`config.mk`:
```
export PLATFORM = sky130hd
export DESIGN_NAME = pipe_stage_buffer
export DESIGN_NICKNAME = d
export VERILOG_FILES = /design/src/rtl/pipe_stage_buffer.sv
export SDC_FILE = /design/constraint.sdc
export NUM_CORES = 1
export LEC_CHECK = 0
export BUFFER_PORTS_ARGS = -buffer_cell sky130_fd_sc_hd__buf_2
export CAP_MARGIN = 20
export CORE_MARGIN = 3
export CORE_UTILIZATION = 35
export CTS_BUF_LIST = sky130_fd_sc_hd__clkbuf_2
export DETAILED_ROUTE_END_ITERATION = 16
export GPL_ROUTABILITY_DRIVEN = 0
export PLACE_DENSITY = 0.65
export SETUP_SLACK_MARGIN = 0.5
export SLEW_MARGIN = 10
export SYNTH_ARGS = -nofsm -noshare
export SYNTH_HDL_FRONTEND = slang
export SYNTH_SLANG_ARGS = --single-unit
```
`constraint.sdc`:
```
create_clock -name clk -period 2.6 [get_ports clk]
set_input_delay 0.39 -clock clk [delete_from_list [all_inputs] [get_ports clk]]
set_output_delay 0.39 -clock clk [all_outputs]
set_load 0.03 [all_outputs]
```
`src/rtl/pipe_stage_buffer.sv`:
```
// Two-entry skid buffer between pipeline stages. The output register feeds the
// downstream stage; the skid register catches the one beat that can arrive while
// downstream stalls. in_ready comes from a register only, so out_ready never
// reaches upstream combinationally. Control and sideband fields read as zero
// whenever no beat is held, so an empty or flushed stage has no side effects.
module pipe_stage_buffer #(
  parameter int unsigned CTRL_W = 10,
  parameter int unsigned DATA_W = 16,
  parameter int unsigned ADDR_W = 3,
  parameter int unsigned PC_W   = 48,
  parameter int unsigned SIDE_W = 3,
  parameter int unsigned CNT_W  = 8
) (
  input  logic              clk,
  input  logic              reset_n,
  input  logic              in_valid,
  output logic              in_ready,
  input  logic [CTRL_W-1:0] in_ctrl,
  input  logic [DATA_W-1:0] in_data_a,
  input  logic [DATA_W-1:0] in_data_b,
  input  logic [ADDR_W-1:0] in_addr,
  input  logic [PC_W-1:0]   in_pc,
  input  logic [SIDE_W-1:0] in_side,
  input  logic              flush,
  output logic              out_valid,
  input  logic              out_ready,
  output logic [CTRL_W-1:0] out_ctrl,
  output logic [DATA_W-1:0] out_data_a,
  output logic [DATA_W-1:0] out_data_b,
  output logic [ADDR_W-1:0] out_addr,
  output logic [PC_W-1:0]   out_pc,
  output logic [SIDE_W-1:0] out_side,
  output logic [CNT_W-1:0]  stall_cnt
);

  // Payload packed as {ctrl, data_a, data_b, addr, pc, side}, side in the LSBs.
  localparam int unsigned OffPc   = SIDE_W;
  localparam int unsigned OffAddr = OffPc + PC_W;
  localparam int unsigned OffB    = OffAddr + ADDR_W;
  localparam int unsigned OffA    = OffB + DATA_W;
  localparam int unsigned OffCtrl = OffA + DATA_W;
  localparam int unsigned PayW    = OffCtrl + CTRL_W;

  typedef enum logic [1:0] {StEmpty, StOne, StFull} state_e;

  state_e            state_q, state_d;
  logic [PayW-1:0]   out_q, out_d;
  logic [PayW-1:0]   skid_q, skid_d;
  logic              ready_q, ready_d;
  logic [CNT_W-1:0]  cnt_q, cnt_d;
  logic [PayW-1:0]   in_pay;
  logic              accept, consume, stall;

  assign in_pay  = {in_ctrl, in_data_a, in_data_b, in_addr, in_pc, in_side};
  assign accept  = in_valid & ready_q;
  assign consume = out_valid & out_ready;
  assign stall   = out_valid & ~out_ready;

  // Next-state, payload steering and stall counter update.
  always_comb begin
    state_d = state_q;
    out_d   = out_q;
    skid_d  = skid_q;
    unique case (state_q)
      StEmpty: begin
        if (accept) begin
          state_d = StOne;
          out_d   = in_pay;
        end
      end
      StOne: begin
        if (accept && consume) begin
          out_d = in_pay;
        end else if (accept) begin
          state_d = StFull;
          skid_d  = in_pay;
        end else if (consume) begin
          state_d = StEmpty;
        end
      end
      StFull: begin
        if (consume) begin
          state_d = StOne;
          out_d   = skid_q;
        end
      end
      default: state_d = StEmpty;
    endcase
    // Flush wins over everything; data fields keep their last loaded value.
    if (flush) begin
      state_d = StEmpty;
      out_d   = out_q;
      skid_d  = skid_q;
    end
    ready_d = (state_d != StFull);
    cnt_d   = cnt_q;
    if (stall && (cnt_q != {CNT_W{1'b1}})) begin
      cnt_d = cnt_q + 1'b1;
    end
  end

  // State and payload registers; ready stays low until the first edge after reset.
  always_ff @(posedge clk or negedge reset_n) begin
    if (!reset_n) begin
      state_q <= StEmpty;
      out_q   <= '0;
      skid_q  <= '0;
      ready_q <= 1'b0;
      cnt_q   <= '0;
    end else begin
      state_q <= state_d;
      out_q   <= out_d;
      skid_q  <= skid_d;
      ready_q <= ready_d;
      cnt_q   <= cnt_d;
    end
  end

  assign in_ready   = ready_q;
  assign out_valid  = (state_q != StEmpty);
  assign stall_cnt  = cnt_q;
  assign out_ctrl   = out_valid ? out_q[OffCtrl +: CTRL_W] : '0;
  assign out_side   = out_valid ? out_q[0 +: SIDE_W] : '0;
  assign out_data_a = out_q[OffA +: DATA_W];
  assign out_data_b = out_q[OffB +: DATA_W];
  assign out_addr   = out_q[OffAddr +: ADDR_W];
  assign out_pc     = out_q[OffPc +: PC_W];

endmodule

```
==> results.yml <==
global_route:
  grt_max_degree: 68
  grt_pass1_wl_um: 34000
  grt_pass1_vias: 6721
  antenna_found_initial: 0
  grt_usage: 0.145
  grt_overflow: 0
logic_synthesis:
  syn_nets: 871
  syn-cell-area_mm2: 0.00925
  syn_inst: 769
  ys_top_cells_by_area: "dfrtp_1, mux2_2, mux2i_1"
  syn_area_per_cell_um2: 12.0
  synth_seq_cells: 203
  async_flop_share: 1.00
  synth_top_area_share: 0.549
  yosys_most_used_dff: "dfrtp_1"
  synth_area_leader_cell: "dfrtp_1"
  ys_seq_area_frac: 0.549
  synth_cell_types: 31
  synth_warnings: 0
  synth-edff-count: 0
floorplanning:
  die_w_um: 169
  core_mm2: 0.0255
  dieArea_mm2: 0.0284
  boundaryPins: 207
  die_h_um: 169
  row_count: 58
  initial_core_util: 0.362
pwr:
  power_switching_mw: 3.06
  total_power_mw: 8.91
  power.density_mw_per_mm2: 763
  power.share.clock: 0.240
  p_sw_frac: 0.344
  ir_drop_mv: 0.508
  combinationalPowerShare: 0.269
  power.leakage_nw: 5.51
  p_int_mw: 5.85
  power_frac_seq: 0.491
timing:
  drv_slew: 0
  finalCriticalPeriod_ns: 2.13
  skew_ns: 0.0593
  tightest_slew_ns: 0.670
  max_freq_mhz: 470
  setup_viol: 0
  rsz0062_at_grt: "true"
  slew_headroom: 0.553
  finalCritPeriodShare: 0.819
  finalHoldViolCount: 0
  tns_ns: 0
cells_and_area:
  syn_to_final_growth_pct: 26.2
  utilization: 0.457
  final_common_cell: "dfrtp_1"
  n_antenna_cell: 0
  nets: 1133
  layout_common_cells: "dfrtp_1, buf_2, nand2_1"
  drive_above_1_share: 0.407
  final_cells: 1399
worst_setup_path:
  crit_required_ns: 2.21
  crit_type: "register to primary output"
  crit_fanout: 8
  worstSetupStartpointType: "register"
  endpoint_kind: "primary output"
  cp.arrival_ns: 1.74
routing:
  vias: 6399
  drt_wl_total_um: 20700
  firstDrtPassIters: 4
  vias_per_cell: 4.57
  wl_per_cell_um: 14.8
  drc: 0
  ant_nets: 0
  drtIter0Drc: 273
placement:
  dp.final_hpwl_um: 12800
  port_buffers: 206
  place_inst: 1200
outcome:
  status: "complete, no violations"
clock_network:
  cts_inserted_buffers: 55
  clk_latency_ns: 0.78
  htreeDepth: 2
  cts_root_buf: "clkbuf_2"
  clockBufferDepth: 3
  path_clk_slew_ns: 0.10
  tritoncts: "yes"
  cts_num_sinks: 203
min_path:
  worstHoldPathType: "input pin to async pin"
flow_run:
  maxCapViolCount: 0
## layer usage
layer / vias to the layer above / global-route usage / wire [µm]
met5: - / 0 / 0
met3: 39 / 0.0528 / 1670
li1: 3104 / - / -
met2: 193 / 0.235 / 9720
met1: 3063 / 0.183 / 8930
met4: 0 / 0.0409 / 401
## synthesized netlist by cell type, types with 2 or more instances
library cell	instances
dfrtp_1	203
nand2_1	101
mux2i_1	99
mux2_2	98
buf_4	85
o21ai_1	80
o21ai_0	16
buf_2	15
buf_6	14
nor2b_1	14
clkbuf_1	10
nor2_1	6
inv_1	4
nand4_1	3
xnor2_1	3
a21oi_1	2
nand3_1	2
## worst paths after layout
kind / startpoint / endpoint / slack (ns) / cells after the start
max: state_q[1]$_DFF_PN0_ / out_ctrl[1] / 0.47 / 4
min: reset_n / skid_q[40]$_DFFE_PN0P_ / 0.20 / 2
max reg2reg: state_q[0]$_DFF_PN0_ / out_q[32]$_DFFE_PN0P_ / 0.63 / 6
min reg2reg: out_q[47]$_DFFE_PN0P_ / out_q[47]$_DFFE_PN0P_ / 0.48 / 2
max in group asynchronous: reset_n / skid_q[58]$_DFFE_PN0P_ / 1.62 / 3
min in group clk: in_valid / state_q[0]$_DFF_PN0_ / 0.20 / 5
## critical path, stage by stage, from the launching register on
cell and delay, ns:
dfrtp_2 0.44, nor2_4 0.17, buf_8 0.17, nor2b_1 0.06, buf_4 0.17
## flip-flops by register name, summed over array words and instances, names as in the netlist
signal	count
state_q	2
out_q	96
skid_q	96
stall_cnt	8
in_ready	1
## final cells by class
type | count | area, µm²
fillers | 2382 | 13900
inverters | 4 | 15.0
multi-input cells | 436 | 3280
clock inverters | 8 | 31.3
flip-flops and latches | 203 | 5080
repair buffers | 331 | 2410
well taps | 330 | 413
clock buffers | 87 | 435
## repair_timing
| action | in CTS | in global routing |
|---|---|---|
| gates resized for setup | 31 | 10 |
| hold buffers | 99 | 0 |
| hold endpoints to repair | 255 | 0 |
| cloned | 1 | 0 |
| buffers inserted | 4 | 0 |
| pin swaps | 1 | 1 |
| setup endpoints to repair | 14 | 16 |
## power groups by stage
stage | clock [mW] | combinational [mW] | sequential, mW
final | 2.14 | 2.39 | 4.38
after detailed placement | 0 | 2.25 | 4.44
after floorplan | 0 | 1.84 | 4.42
after global placement | 0 | 2.20 | 4.40
after CTS | 2.27 | 2.41 | 4.38
after global routing | 2.44 | 2.61 | 4.49
## metrics by stage
| step | area, µm² | setup slack (ns) | hold WS (ns) |
|---|---|---|---|
| finish | 11700 | 0.470 | 0.195 |
| global route | 11700 | 0.311 | 0.121 |
| CTS | 11600 | 0.340 | 0.0753 |
| detailed placement | 10100 | 0.547 | 0.447 |
| global placement | 10100 | 0.713 | 0.443 |
| floorplan | 9250 | 0.633 | 0.0944 |
## cell families (layout without fill, tap and decap cells)
logic type | after synthesis | after routing | share of synthesized area
AO/OA/AOI/OAI | 101 | 101 | 0.0560
AND/OR/NAND/NOR | 133 | 133 | 0.0622
flip-flops | 203 | 203 | 0.549
buffers and inverters | 130 | 430 | 0.101
adder cells (fa/ha/maj) | 1 | 1 | 0.00135
multiplexers | 197 | 197 | 0.226
XOR/XNOR | 4 | 4 | 0.00379
(Power assumes the default switching activity.)
